### src/rtl/rx_arp_pkg.sv
// Shared constants, FSM state type and helpers for the receive-side ARP parser.
//   - Ethernet/ARP field constants compared against the incoming word stream.
//   - Word-index constants for the 21-word ARP frame map.
//   - arp_state_e: parser FSM states.
//   - mac_word(): selects one 16-bit word of a 48-bit MAC, most significant first.
package rx_arp_pkg;

  localparam logic [15:0] ETH_TYPE_ARP  = 16'h0806;
  localparam logic [15:0] ARP_HTYPE_ETH = 16'h0001;
  localparam logic [15:0] ARP_PTYPE_IP  = 16'h0800;
  localparam logic [15:0] ARP_HLEN_PLEN = 16'h0604;
  localparam logic [15:0] ARP_OP_REQ    = 16'd1;
  localparam logic [15:0] ARP_OP_RPL    = 16'd2;

  localparam int unsigned ARP_WORDS = 21;
  localparam logic [47:0] MAC_BCAST = 48'hFFFF_FFFF_FFFF;

  // Last ARP word index, and the saturation value used while skipping padding/FCS.
  localparam logic [4:0] W_LAST = 5'(ARP_WORDS - 1);
  localparam logic [4:0] W_SAT  = 5'(ARP_WORDS);

  // Word indices inside the frame.
  localparam logic [4:0] W_DST0  = 5'd0;
  localparam logic [4:0] W_DST1  = 5'd1;
  localparam logic [4:0] W_DST2  = 5'd2;
  localparam logic [4:0] W_ETYPE = 5'd6;
  localparam logic [4:0] W_HTYPE = 5'd7;
  localparam logic [4:0] W_PTYPE = 5'd8;
  localparam logic [4:0] W_HLPL  = 5'd9;
  localparam logic [4:0] W_OPER  = 5'd10;
  localparam logic [4:0] W_SHA0  = 5'd11;
  localparam logic [4:0] W_SHA1  = 5'd12;
  localparam logic [4:0] W_SHA2  = 5'd13;
  localparam logic [4:0] W_SPA0  = 5'd14;
  localparam logic [4:0] W_SPA1  = 5'd15;
  localparam logic [4:0] W_TPA0  = 5'd19;
  localparam logic [4:0] W_TPA1  = 5'd20;

  typedef enum logic [1:0] {
    StIdle,
    StRecv,
    StSkip,
    StEval
  } arp_state_e;

  function automatic logic [15:0] mac_word(input logic [47:0] mac, input logic [1:0] k);
    case (k)
      2'd0:    return mac[47:32];
      2'd1:    return mac[31:16];
      default: return mac[15:0];
    endcase
  endfunction

endpackage

### src/rtl/rx_arp.sv
// Receive-side ARP parser.
// Consumes Ethernet frames as a 16-bit big-endian word stream, checks the Ethernet header and
// ARP body on the fly against local configuration, and reports:
//   - ARP requests for our IP (cfg_sip): ack_en pulse, requester MAC on ack_mac_d.
//   - ARP replies from the peer (cfg_dip): peer_mac_vld pulse, peer MAC on peer_mac.
// Ports:
//   clk, rst_n        clock, asynchronous active-low reset
//   rx_arp_data/vld/sop/eop/mty  input stream (no backpressure; mty is not needed for parsing)
//   cfg_mac_s, cfg_sip, cfg_dip  local MAC, local IP, peer IP
//   ack_en, ack_mac_d             request detected / sender MAC of last accepted request
//   peer_mac_vld, peer_mac        reply detected / sender MAC of last accepted reply
// Outputs are registered: a pulse lands two clocks after the vld&eop cycle.
module rx_arp
  import rx_arp_pkg::*;
#(
  parameter int unsigned DATA_W     = 16,
  parameter int unsigned MAC_ADDR_W = 48,
  parameter int unsigned IP_ADDR_W  = 32
) (
  input  logic                  clk,
  input  logic                  rst_n,
  input  logic [DATA_W-1:0]     rx_arp_data,
  input  logic                  rx_arp_vld,
  input  logic                  rx_arp_sop,
  input  logic                  rx_arp_eop,
  input  logic                  rx_arp_mty,
  input  logic [MAC_ADDR_W-1:0] cfg_mac_s,
  input  logic [IP_ADDR_W-1:0]  cfg_sip,
  input  logic [IP_ADDR_W-1:0]  cfg_dip,
  output logic                  ack_en,
  output logic [MAC_ADDR_W-1:0] ack_mac_d,
  output logic                  peer_mac_vld,
  output logic [MAC_ADDR_W-1:0] peer_mac
);

  // The ARP payload is always whole words, so the empty-byte flag carries no information here.
  logic unused_mty;
  assign unused_mty = rx_arp_mty;

  // ---------------------------------------------------------------------------------------------
  // State
  // ---------------------------------------------------------------------------------------------
  arp_state_e state_q, state_d;
  logic [4:0] w_q, w_d;

  // Sticky per-frame check flags.
  logic dst_uc_q, dst_uc_d;   // dst MAC matches cfg_mac_s so far
  logic dst_bc_q, dst_bc_d;   // dst MAC is broadcast so far
  logic hdr_q, hdr_d;         // ethertype/htype/ptype/hlen-plen all correct so far
  logic op_req_q, op_req_d;
  logic op_rpl_q, op_rpl_d;
  logic tip_q, tip_d;         // target IP matches cfg_sip so far

  // The only raw fields kept: sender MAC and sender IP.
  logic [MAC_ADDR_W-1:0] smac_q, smac_d;
  logic [IP_ADDR_W-1:0]  sip_q, sip_d;

  logic                  ack_en_q, peer_vld_q;
  logic [MAC_ADDR_W-1:0] ack_mac_q, peer_mac_q;

  // Word consumed this cycle and its index in the frame.
  logic       consume;
  logic [4:0] widx;
  logic       restart;

  // A sop aborts whatever frame is in progress; EVAL is a single decision cycle and ignores it.
  assign restart = rx_arp_vld && rx_arp_sop && (state_q != StEval);

  // ---------------------------------------------------------------------------------------------
  // FSM and word counter
  // ---------------------------------------------------------------------------------------------
  always_comb begin
    state_d = state_q;
    w_d     = w_q;
    consume = 1'b0;
    widx    = w_q;

    if (restart) begin
      if (rx_arp_eop) begin
        // Single-word frame: runt.
        state_d = StIdle;
        w_d     = 5'd0;
      end else begin
        consume = 1'b1;
        widx    = W_DST0;
        w_d     = 5'd1;
        state_d = StRecv;
      end
    end else begin
      case (state_q)
        StIdle: begin
          w_d = 5'd0;
        end

        StRecv: begin
          if (rx_arp_vld) begin
            consume = 1'b1;
            if (w_q == W_LAST) begin
              w_d     = W_SAT;
              state_d = rx_arp_eop ? StEval : StSkip;
            end else if (rx_arp_eop) begin
              // Frame ended before the ARP body was complete.
              state_d = StIdle;
              w_d     = 5'd0;
            end else begin
              w_d = w_q + 5'd1;
            end
          end
        end

        StSkip: begin
          // Padding and FCS; the counter stays saturated.
          if (rx_arp_vld && rx_arp_eop) begin
            state_d = StEval;
          end
        end

        StEval: begin
          state_d = StIdle;
          w_d     = 5'd0;
        end

        default: begin
          state_d = StIdle;
          w_d     = 5'd0;
        end
      endcase
    end
  end

  // ---------------------------------------------------------------------------------------------
  // On-the-fly field checks and sender field capture
  // ---------------------------------------------------------------------------------------------
  always_comb begin
    dst_uc_d = dst_uc_q;
    dst_bc_d = dst_bc_q;
    hdr_d    = hdr_q;
    op_req_d = op_req_q;
    op_rpl_d = op_rpl_q;
    tip_d    = tip_q;
    smac_d   = smac_q;
    sip_d    = sip_q;

    if (consume) begin
      case (widx)
        W_DST0: begin
          // First word of a frame re-arms every flag.
          dst_uc_d = (rx_arp_data == mac_word(cfg_mac_s, 2'd0));
          dst_bc_d = (rx_arp_data == mac_word(MAC_BCAST, 2'd0));
          hdr_d    = 1'b1;
          op_req_d = 1'b0;
          op_rpl_d = 1'b0;
          tip_d    = 1'b0;
        end
        W_DST1: begin
          dst_uc_d = dst_uc_q & (rx_arp_data == mac_word(cfg_mac_s, 2'd1));
          dst_bc_d = dst_bc_q & (rx_arp_data == mac_word(MAC_BCAST, 2'd1));
        end
        W_DST2: begin
          dst_uc_d = dst_uc_q & (rx_arp_data == mac_word(cfg_mac_s, 2'd2));
          dst_bc_d = dst_bc_q & (rx_arp_data == mac_word(MAC_BCAST, 2'd2));
        end
        W_ETYPE: hdr_d = hdr_q & (rx_arp_data == ETH_TYPE_ARP);
        W_HTYPE: hdr_d = hdr_q & (rx_arp_data == ARP_HTYPE_ETH);
        W_PTYPE: hdr_d = hdr_q & (rx_arp_data == ARP_PTYPE_IP);
        W_HLPL:  hdr_d = hdr_q & (rx_arp_data == ARP_HLEN_PLEN);
        W_OPER: begin
          op_req_d = (rx_arp_data == ARP_OP_REQ);
          op_rpl_d = (rx_arp_data == ARP_OP_RPL);
        end
        W_SHA0: smac_d[47:32] = rx_arp_data;
        W_SHA1: smac_d[31:16] = rx_arp_data;
        W_SHA2: smac_d[15:0]  = rx_arp_data;
        W_SPA0: sip_d[31:16]  = rx_arp_data;
        W_SPA1: sip_d[15:0]   = rx_arp_data;
        W_TPA0: tip_d = (rx_arp_data == cfg_sip[31:16]);
        W_TPA1: tip_d = tip_q & (rx_arp_data == cfg_sip[15:0]);
        default: ;
      endcase
    end
  end

  // ---------------------------------------------------------------------------------------------
  // Decision in EVAL
  // ---------------------------------------------------------------------------------------------
  logic base_ok;
  logic req_hit;
  logic rpl_hit;

  assign base_ok = (dst_uc_q | dst_bc_q) & hdr_q & tip_q;
  assign req_hit = (state_q == StEval) & base_ok & op_req_q;
  assign rpl_hit = (state_q == StEval) & base_ok & op_rpl_q & (sip_q == cfg_dip);

  // ---------------------------------------------------------------------------------------------
  // Registers
  // ---------------------------------------------------------------------------------------------
  always_ff @(posedge clk or negedge rst_n) begin
    if (!rst_n) begin
      state_q  <= StIdle;
      w_q      <= 5'd0;
      dst_uc_q <= 1'b0;
      dst_bc_q <= 1'b0;
      hdr_q    <= 1'b0;
      op_req_q <= 1'b0;
      op_rpl_q <= 1'b0;
      tip_q    <= 1'b0;
      smac_q   <= '0;
      sip_q    <= '0;
    end else begin
      state_q  <= state_d;
      w_q      <= w_d;
      dst_uc_q <= dst_uc_d;
      dst_bc_q <= dst_bc_d;
      hdr_q    <= hdr_d;
      op_req_q <= op_req_d;
      op_rpl_q <= op_rpl_d;
      tip_q    <= tip_d;
      smac_q   <= smac_d;
      sip_q    <= sip_d;
    end
  end

  always_ff @(posedge clk or negedge rst_n) begin
    if (!rst_n) begin
      ack_en_q   <= 1'b0;
      peer_vld_q <= 1'b0;
      ack_mac_q  <= '0;
      peer_mac_q <= '0;
    end else begin
      ack_en_q   <= req_hit;
      peer_vld_q <= rpl_hit;
      if (req_hit) begin
        ack_mac_q <= smac_q;
      end
      if (rpl_hit) begin
        peer_mac_q <= smac_q;
      end
    end
  end

  assign ack_en       = ack_en_q;
  assign ack_mac_d    = ack_mac_q;
  assign peer_mac_vld = peer_vld_q;
  assign peer_mac     = peer_mac_q;

endmodule
### config.mk
export PLATFORM = sky130hd
export DESIGN_NAME = rx_arp
export DESIGN_NICKNAME = d
export VERILOG_FILES = /design/src/rtl/rx_arp_pkg.sv /design/src/rtl/rx_arp.sv
export SDC_FILE = /design/constraint.sdc
export NUM_CORES = 1
export LEC_CHECK = 0
export BUFFER_PORTS_ARGS = -buffer_cell sky130_fd_sc_hd__buf_2
export CORE_MARGIN = 2
export CORE_UTILIZATION = 53
export CTS_CLUSTER_SIZE = 24
export DETAILED_ROUTE_END_ITERATION = 12
export PLACE_DENSITY = 0.76
export SLEW_MARGIN = 10
export SYNTH_ARGS = -nofsm -noshare
export SYNTH_HDL_FRONTEND = slang
export SYNTH_SLANG_ARGS = --single-unit
### constraint.sdc
create_clock -name clk -period 2.7 [get_ports clk]
set_input_delay 0.135 -clock clk [delete_from_list [all_inputs] [get_ports clk]]
set_output_delay 0.135 -clock clk [all_outputs]
set_load 0.005 [all_outputs]
==> out/metrics.csv, run 1 <==
stage,metric,value,unit
clock_tree,H-tree Lvls,4,
drt,post-route ant nets,0,
drt,drt wl/cell,19.84,µm
floorplanning,Initial Utilization,54.59,%
final_layout,n_diodes,0,
worst_setup_path,CP Max Fanout,37,
clock_tree,worst skew pair latency,0.43,ns
drt,Avg Vias per Cell,5.439,
synthesis,Synthesis Warnings,0,
final_layout,fin nets,1153,
hold_path,cell depth of the worst hold path,3,
timing,setup violators final,0,
final_layout,layout cells sized above 1,41.48,%
clock_tree,Num CTS Buffers,17,
place,gpl congestion,0.9122,
hold_path,hold_sp,rx_arp_vld,
clock_tree,clk root buf,clkbuf_16,
timing,relative slew slack,50.94,%
global_routing,first-pass GRT wire length,37670,µm
timing,Tcrit/Tclk final,93.85,%
timing,setup TNS,0,ns
synthesis,Mapped Area,9085,µm²
floorplanning,Rows,47,
floorplanning,CORE AREA,16640,µm²
synthesis,dominant cells by area after synthesis,"dfrtp_1 (53%), mux2_2 (16%), nand2_1 (6.5%)",
timing,final hold violations,0,
power,PwrDens,567.0,nW/µm²
synthesis,ys flop type,dfrtp_1,
synthesis,"EDFF count, synth",0,
synthesis,Syn Nets,932,
global_routing,GRT Util Overall,27.56,%
power,Pleak,0.005967,µW
synthesis,"area leader, netlist",dfrtp_1,
timing,max-slew violation count,0,
synthesis,post-synth top area share,52.61,%
worst_setup_path,CP Capture Type,flip-flop,
worst_setup_path,crit path DAT,2.84,ns
run,max cap viols,0,
synthesis,Syn Inst Count,793,
final_layout,final core occ,66.69,%
floorplanning,total I/O pin count,232,
clock_tree,CTS tree,yes,
place,IO buf count,230,
outcome,status,finished clean,
global_routing,initial antenna violation count,0,
final_layout,"most common cell after layout, fill and taps aside",buf_2,
power,power consumption,6292,µW
global_routing,largest net degree at the start of global routing,93,
hold_path,hold path endpoint,w_q[2],
clock_tree,Worst-path clk slew,0.07,ns
worst_setup_path,Critical R2R Capture,peer_mac[33],
synthesis,#FFs+latches synth,191,
global_routing,vias in the first global route,6784,
timing,fmax,394.6,MHz
hold_path,Hold Crit Class,primary input to flip-flop,
timing,RSZ-0062 raised after global routing,no,
synthesis,post-synthesis area per instance,11.46,µm²
worst_setup_path,worst r2r src,state_q[1],
synthesis,"Async S/R FF share, synth",100.0,%
place,Final HPWL DP,16620,µm
drt,Total Wirelength,24750,µm
drt,Post-route DRC,0,
timing,Setup Skew,0.01040,ns
power,worst-case vdd ir drop,530.5,µV
synthesis,Synth cell types,60,
floorplanning,Chip Height,134.9,µm
drt,DRT iter0 DRCs,434,
floorplanning,Die Wd,134.9,µm
worst_setup_path,Crit Path Category,flip-flop to flip-flop,
timing,slew at the pin closest to its max-slew limit,0.7359,ns
timing,min cycle time layout,2.534,ns
drt,drt first pass iters,5,
floorplanning,die area,18200,µm²
worst_setup_path,"reg-to-reg slack, setup",0.17,ns
drt,vias,6782,
final_layout,Synth-to-Final Area Change,22.16,%
final_layout,"commonest cells after routing, fill and taps aside","buf_2 (229), dfrtp_1 (191), nand2_1 (157)",
worst_setup_path,reg2reg path depth,7,
clock_tree,clock tree buffer depth,2,
worst_setup_path,CP required,3.01,ns
synthesis,post-synthesis sequential area ratio,52.61,%
global_routing,total gr overflow,0,
clock_tree,clock sinks,191,
worst_setup_path,crit start category,flip-flop,
sequential cells by signal, indices dropped and copies added, names as in the netlist:
signal,count
ack_mac_d,48
state_q,2
dst_uc_q,1
dst_bc_q,1
op_rpl_q,1
peer_mac,48
w_q,5
smac_q,48
op_req_q,1
sip_q,32
peer_mac_vld,1
hdr_q,1
ack_en,1
tip_q,1
cell usage after synthesis, types with 9 or more instances:
cell type  instances
dfrtp_1          191
nand4_1           13
mux2i_1           12
nor2_1            12
nor4_1            15
o21ai_0           10
a21oi_1            9
nand2_1          158
xor2_1            49
inv_1             12
nand3_1           15
clkbuf_1          21
xnor2_1           50
buf_2             12
mux2_2           130
cell families after synthesis:
| logic type | share of synthesized area, % |
|---|---|
| compound gates | 3.622 |
| xor+xnor | 9.544 |
| fa+ha+maj | 0.6886 |
| buf+inv | 2.934 |
| flops | 52.61 |
| mux | 17.56 |
| simple gates | 13.04 |
how the worst max path moves through the flow:
stage               start           end  slack [ns]  depth (start not counted)
3_3_place_gp   state_q[1]  peer_mac[32]        0.19                          7
6_report       state_q[1]  peer_mac[33]        0.17                          7
4_1_cts        state_q[1]   peer_mac[5]        0.09                          7
2_1_floorplan  state_q[1]     sip_q[22]        0.45                          8
3_5_place_dp   state_q[1]   peer_mac[7]         0.1                          7
5_1_grt        state_q[1]  peer_mac[27]        0.04                          7
stage by stage:
| step | setup slack (ns) | hold slack (ns) | instances | instance area [µm²] |
|---|---|---|---|---|
| global placement | 0.1917 | 0.2479 | 1214 | 10480 |
| floorplan | 0.4545 | -0.1606 | 793 | 9085 |
| detailed placement | 0.09935 | 0.2461 | 1214 | 10480 |
| CTS | 0.08520 | 0.1360 | 1247 | 11090 |
| global route | 0.04407 | 0.1543 | 1247 | 11100 |
| finish | 0.1660 | 0.1551 | 1247 | 11100 |
report_power, final:
part           leakage, µW  internal, µW  total (µW)  switching (µW)
Sequential         0.00266          2890        2940            57.6
Combinational      0.00302           331         800             469
Clock             0.000285          1320        2550            1230
Total              0.00597          4540        6290            1750
what timing repair did:
item | in CTS | in global routing
hold buffers | 1 | 0
setup buffers | 0 | 0
resized for setup | 0 | 3
hold endpoints to repair | 89 | 0
setup endpoints to repair | 0 | 45
layout make-up:
class	count	area (µm²)
clock buffers	17	425.4
clock inverters	15	175.2
fillers	1310	5544
inverters	12	45.04
multi-input cells	543	4055
flip-flops and latches	191	4780
well taps	220	275.3
repair buffers	249	1343
routing by layer:
layer  track usage, %  share of wire (%)  vias up
li1                 -                  -     3149
met1            35.72                 42     3321
met2            45.26                 48      264
met3            6.982                7.4       48
met4            9.591                2.3        0
met5                0                  0        -
critical path, stage by stage (launching register included):
cell and delay (ns):
dfrtp_1 0.45, ha_2 0.27, o2111a_1 0.28, nand4_1 0.17, nor4_2 0.31, and4_4 0.29, buf_12 0.22, mux2_2 0.37
(Power assumes the default switching activity.)
==> inputs of run 2 (changes only) <==
- BUFFER_PORTS_ARGS: -buffer_cell sky130_fd_sc_hd__buf_2 -> -buffer_cell sky130_fd_sc_hd__buf_4
- CORE_UTILIZATION: 53 -> 48
- PLACE_DENSITY: 0.76 -> 0.72
- clock period: 2.7 -> 2.09 ns (I/O delays scaled with it)
==> run 2 against run 1 <==
The flow now finishes with violations (setup timing). Die area is 10% higher. Clock power grew 39%. Critical path depth is 1 higher. Global-route usage is 0.41 points higher. Sequential share of layout area is 5.4 points lower. Worst setup slack got worse by 0.47 ns. Sequential cell count unchanged. Worst hold slack worse by 0.055 ns. Wire length is 13% higher. Final cell count grew 5.2%.
==> out/metrics.csv, run 2 (synthesis results as in run 1) <==
stage,metric,value,unit,change
outcome,status,finished with violations,,
outcome,violated checks,setup timing,,
final_layout,Synth-to-Final Area Change,39.66,%,
timing,Setup Skew,0.01951,ns,+0.009107 ns
final_layout,Final Cell Area,12690,µm²,+14%
run,max cap viols,0,,unchanged
floorplanning,Rows,50,,+6.4%
worst_setup_path,CP required,2.40,ns,-0.61 ns
timing,max-slew violation count,0,,unchanged
power,Comb power frac,17.1,%,+4.4 points
place,Final HPWL DP,18590,µm,+12%
global_routing,vias in the first global route,7277,,+7.3%
global_routing,initial antenna violation count,0,,unchanged
drt,post-route ant nets,0,,unchanged
final_layout,"commonest cells after routing, fill and taps aside","buf_4 (280), dfrtp_1 (189), nand2_1 (156)",,
worst_setup_path,CP Max Fanout,10,,-73%
timing,Tcrit/Tclk final,114.3,%,+20 points
place,IO buf count,230,,unchanged
worst_setup_path,worst r2r src,sip_q[27],,
clock_tree,Num CTS Buffers,17,,unchanged
final_layout,layout cells sized above 1,46.75,%,+5.3 points
power,Flop pwr share,42.8,%,-4.0 points
clock_tree,worst skew pair latency,0.44,ns,about the same
timing,relative slew slack,55.37,%,+4.4 points
worst_setup_path,Critical R2R Capture,peer_mac[32],,
drt,DRT iter0 DRCs,398,,-8.3%
power,worst-case vdd ir drop,859.9,µV,+62%
timing,RSZ-0062 raised after global routing,yes,,
final_layout,n_diodes,0,,unchanged
power,PwrDens,695.2,nW/µm²,+23%
drt,Avg Vias per Cell,5.399,,-0.74%
floorplanning,Initial Utilization,48.73,%,-5.9 points
timing,WHS,0.1002,ns,-0.05481 ns
power,Cell Int Power,6340,µW,+40%
worst_setup_path,CP Capture Type,flip-flop,,
global_routing,largest net degree at the start of global routing,73,,-22%
drt,drt first pass iters,5,,unchanged
hold_path,Hold Crit Class,primary input to flip-flop,,
floorplanning,total I/O pin count,232,,unchanged
worst_setup_path,Critical Path Source,sip_q[27],,
final_layout,"most common cell after layout, fill and taps aside",buf_4,,
timing,setup violators final,50,,+50
worst_setup_path,reg2reg path depth,8,,+1
worst_setup_path,"reg-to-reg slack, setup",-0.30,ns,-0.47 ns
place,DP Area,11480,µm²,+9.6%
worst_setup_path,crit path DAT,2.70,ns,-0.14 ns
power,Sw Ratio,28.12,%,+0.29 points
drt,drt wl/cell,21.35,µm,+7.6%
power,Net Switching,2481,µW,+42%
clock_tree,Worst-path clk slew,0.08,ns,about the same
global_routing,first-pass GRT wire length,41990,µm,+11%
clock_tree,clock tree buffer depth,2,,unchanged
floorplanning,CORE AREA,18640,µm²,+12%
timing,final hold violations,0,,unchanged
final_layout,fin nets,1204,,+4.4%
clock_tree,clk root buf,clkbuf_16,,
drt,vias,7083,,+4.4%
worst_setup_path,Crit Path Category,flip-flop to flip-flop,,
drt,Post-route DRC,0,,unchanged
clock_tree,clock sinks,191,,unchanged
power,Pleak,0.006482,µW,+8.6%
hold_path,cell depth of the worst hold path,2,,-1
drt,Total Wirelength,28020,µm,+13%
timing,fmax,418.6,MHz,+6.1%
floorplanning,Chip Height,141.6,µm,+4.9%
floorplanning,Die Wd,141.6,µm,+4.9%
floorplanning,die area,20040,µm²,+10%
clock_tree,H-tree Lvls,4,,unchanged
timing,slew at the pin closest to its max-slew limit,0.6694,ns,-0.06645 ns
worst_setup_path,critical path capture point,peer_mac[32],,
global_routing,total gr overflow,0,,unchanged
clock_tree,CTS tree,yes,,
timing,Final WS setup,-0.2991,ns,-0.4651 ns
global_routing,GRT Util Overall,27.97,%,+0.41 points
worst_setup_path,crit start category,flip-flop,,
timing,min cycle time layout,2.389,ns,-0.1449 ns
place,gpl congestion,0.9014,,-1.2%
power,clock network power share,40.1,%,-0.4 points
-- run 2: stage by stage --
stage / worst slack, ns / power [µW] / instances / utilization (%) / setup TNS [ns]
floorplan: -0.06412 / 4541 / 793 / - / -0.06412
global placement: -0.3908 / 5204 / 1267 / 61.60 / -18.38
detailed placement: -0.4218 / 5213 / 1267 / 61.60 / -19.49
CTS: -0.2868 / 8809 / 1306 / 66.86 / -12.16
global route: -0.3794 / 9155 / 1312 / 68.06 / -16.48
finish: -0.2991 / 8821 / 1312 / 68.06 / -12.37
-- run 2: critical path, cell delays in order (launching register included) --
cell and delay [ns]:
dfrtp_1 0.41, xor2_1 0.16, nor4_2 0.31, nand2_1 0.14
nor4_4 0.33, and4_4 0.32, buf_12 0.14, buf_16 0.14
mux2_2 0.33
-- run 2: routing by layer --
| metal | part of all wire [%] | GRT usage [%] | vias up |
|---|---|---|---|
| met5 | 0 | 0 | - |
| met4 | 2.1 | 9.158 | 0 |
| met3 | 6.6 | 5.704 | 35 |
| met2 | 48 | 45.89 | 269 |
| met1 | 43 | 37.52 | 3530 |
| li1 | - | - | 3249 |
-- run 2: cell type report --
cell class / instances / area [µm²]
fillers: 1396 / 5954
flip-flops and latches: 191 / 4782
clock inverters: 15 / 229.0
repair buffers: 300 / 2482
multi-input cells: 543 / 4432
well taps: 234 / 292.8
inverters: 12 / 45.04
clock buffers: 17 / 425.4
-- run 2: worst min path at each step --
stage,startpoint,to,slack [ns]
final,rx_arp_data[4],smac_q[36],0.10
after global routing,rx_arp_data[12],sip_q[12],0.07
after CTS,rx_arp_data[12],sip_q[12],0.08
after detailed placement,rst_n,sip_q[16],0.18
after global placement,rst_n,sip_q[16],0.18
after floorplan,rst_n,ack_en,-0.19
-- run 2: what timing repair did --
item,in CTS,in global routing
gates cloned,3,0
pin swaps,7,12
hold buffers,1,0
hold endpoints to repair,66,0
setup buffers,3,6
endpoints found under the setup margin,68,79
gates resized for setup,37,41
-- run 2: power by group through the flow --
stage / Combinational, µW / Clock, µW / Sequential [µW]
floorplan: 713 / 0 / 3830
global placement: 1370 / 0 / 3840
detailed placement: 1380 / 0 / 3840
CTS: 1450 / 3590 / 3770
global route: 1640 / 3740 / 3780
finish: 1510 / 3540 / 3770
==> inputs of run 3 (changes only) <==
- SKIP_CTS_REPAIR_TIMING: default -> 1
==> run 3 against run 2 <==
The run still ends with setup timing left. Power down 0.31%. Global-route usage down 0.73 points. Worst setup slack better by 0.039 ns. Count of clock-buffer cells in the layout unchanged. First-iteration DRC count up 3.0%. Wire length up 2.3%. Non-clock buffer count down 3. Largest power group unchanged.
==> out/metrics.csv, run 3 (synthesis results as in run 1) <==
stage,metric,value,unit,change
clock_tree,worst skew pair latency,0.44,ns,about the same
timing,min cycle time layout,2.350,ns,-0.03917 ns
final_layout,"commonest cells after routing, fill and taps aside","buf_4 (276), dfrtp_1 (190), nand2_1 (156)",,
drt,vias,7172,,+1.3%
timing,RSZ-0062 raised after global routing,yes,,
timing,WHS,0.08977,ns,-0.01048 ns
floorplanning,Initial Utilization,48.73,%,unchanged
timing,Final WS setup,-0.2600,ns,+0.03917 ns
worst_setup_path,"reg-to-reg slack, setup",-0.26,ns,+0.04 ns
final_layout,Fillers,1401,,+0.36%
worst_setup_path,CP required,2.41,ns,about the same
drt,drt wl/cell,21.90,µm,+2.5%
timing,max-slew violation count,0,,unchanged
drt,Post-route DRC,0,,unchanged
timing,Tcrit/Tclk final,112.4,%,-1.9 points
power,power consumption,8793,µW,-0.31%
power,PwrDens,688.9,nW/µm²,-0.89%
worst_setup_path,CP Capture Type,flip-flop,,
timing,setup violators final,65,,+30%
floorplanning,CORE AREA,18640,µm²,unchanged
drt,DRT iter0 DRCs,410,,+3.0%
clock_tree,H-tree Lvls,4,,unchanged
global_routing,initial antenna violation count,0,,unchanged
outcome,status,finished with violations,,
floorplanning,total I/O pin count,232,,unchanged
final_layout,n_diodes,0,,unchanged
timing,final hold violations,0,,unchanged
final_layout,fin nets,1201,,-0.25%
worst_setup_path,crit start category,flip-flop,,
global_routing,GRT Util Overall,27.24,%,-0.73 points
global_routing,largest net degree at the start of global routing,73,,unchanged
floorplanning,Die Wd,141.6,µm,unchanged
worst_setup_path,CP Max Fanout,19,,+9
floorplanning,Rows,50,,unchanged
floorplanning,die area,20040,µm²,unchanged
place,gpl congestion,0.9014,,unchanged
timing,slew at the pin closest to its max-slew limit,0.7028,ns,+0.03338 ns
place,IO buf count,230,,unchanged
place,Final HPWL DP,18590,µm,unchanged
clock_tree,clock tree buffer depth,2,,unchanged
clock_tree,clk root buf,clkbuf_16,,
drt,Total Wirelength,28660,µm,+2.3%
run,max cap viols,0,,unchanged
timing,fmax,425.5,MHz,+1.7%
drt,drt first pass iters,5,,unchanged
global_routing,vias in the first global route,7153,,-1.7%
global_routing,first-pass GRT wire length,40870,µm,-2.7%
final_layout,layout cells sized above 1,46.05,%,-0.71 points
outcome,violated checks,setup timing,,
power,worst-case vdd ir drop,876.8,µV,+2.0%
worst_setup_path,"Slowest-stage cell, CP",dfrtp_1,,
worst_setup_path,CP max stage delay,0.40,ns,about the same
timing,Setup Skew,0.02360,ns,+0.004086 ns
clock_tree,Num CTS Buffers,17,,unchanged
final_layout,"most common cell after layout, fill and taps aside",buf_4,,
final_layout,Synth-to-Final Area Change,40.49,%,
clock_tree,Worst-path clk slew,0.08,ns,about the same
worst_setup_path,"Cell Chain, Critical Path",xor2_1 -> nor4_2 -> nand2_1 -> nor4_4 -> and4_4 -> clkbuf_16 -> mux2_2,,
floorplanning,Chip Height,141.6,µm,unchanged
hold_path,Hold Crit Class,primary input to flip-flop,,
clock_tree,CTS tree,yes,,
drt,Avg Vias per Cell,5.479,,+1.5%
global_routing,total gr overflow,0,,unchanged
power,Pleak,0.006534,µW,+0.79%
worst_setup_path,crit path DAT,2.67,ns,-0.03 ns
timing,relative slew slack,52.72,%,-2.7 points
drt,post-route ant nets,0,,unchanged
worst_setup_path,Crit Path Category,flip-flop to flip-flop,,
clock_tree,clock sinks,191,,unchanged
final_layout,final core occ,68.46,%,+0.40 points
==> run 3: changes by cell type in the layout (fill, tap and decap cells not counted), sizes merged <==
cell / change
buf: -8
clkbuf: +5
clkinvlp: +1
inv: -1
==> run 3: through the flow <==
| step | instance area (µm²) | setup WS [ns] | setup TNS (ns) | instances |
|---|---|---|---|---|
| after detailed placement | 11480 | -0.4218 | -19.49 | 1267 |
| after CTS | 12140 | -0.4443 | -20.97 | 1299 |
| final | 12760 | -0.2600 | -11.31 | 1309 |
| after global routing | 12760 | -0.3760 | -19.01 | 1309 |
| after floorplan | 9165 | -0.06412 | -0.06412 | 793 |
| after global placement | 11480 | -0.3908 | -18.38 | 1267 |
==> run 3: final timing paths <==
| path | from | end | cells after the start |
|---|---|---|---|
| worst max-delay path | sip_q[27] | peer_mac[13] | 7 |
| worst min-delay path | rx_arp_data[12] | sip_q[12] | 2 |
| worst max register to register | sip_q[27] | peer_mac[13] | 7 |
| worst min register to register | ack_mac_d[3] | ack_mac_d[3] | 2 |
| max in group asynchronous | rst_n | smac_q[3] | 3 |
| min in group asynchronous | rst_n | sip_q[17] | 2 |
==> run 3: layout make-up <==
cell class,count,area (µm²),share of cell area (%)
clock buffer,17,425.4,3.333
clock inverter,15,229.0,1.794
inverter,12,48.80,0.3823
multi-input combinational,543,4521,35.42
sequential,191,4781,37.46
tap,234,292.8,2.294
timing repair buffer,297,2466,19.32
==> run 3: critical path: cells and delay by family, from the launching register on <==
kind	cells	cell delay (ns)
buffers and inverters	1	0.22
XOR/XNOR	1	0.16
AND/OR/NAND/NOR	4	1.10
flip-flops	1	0.40
multiplexers	1	0.35
==> run 3: per-layer routing <==
layer / GRT usage, % / vias up / part of all wire [%]
met5: 0 / - / 0
met4: 8.579 / 0 / 1.8
met3: 5.872 / 38 / 6.6
met2: 44.86 / 296 / 48
met1: 36.31 / 3591 / 43
li1: - / 3247 / -
==> run 3: report_power, final <==
part,total [µW],switching [µW],leakage (µW),internal [µW]
registers,3770,34.6,0.00266,3730
clock network,3560,1670,0.000317,1880
logic,1470,774,0.00356,698
total,8790,2480,0.00653,6310
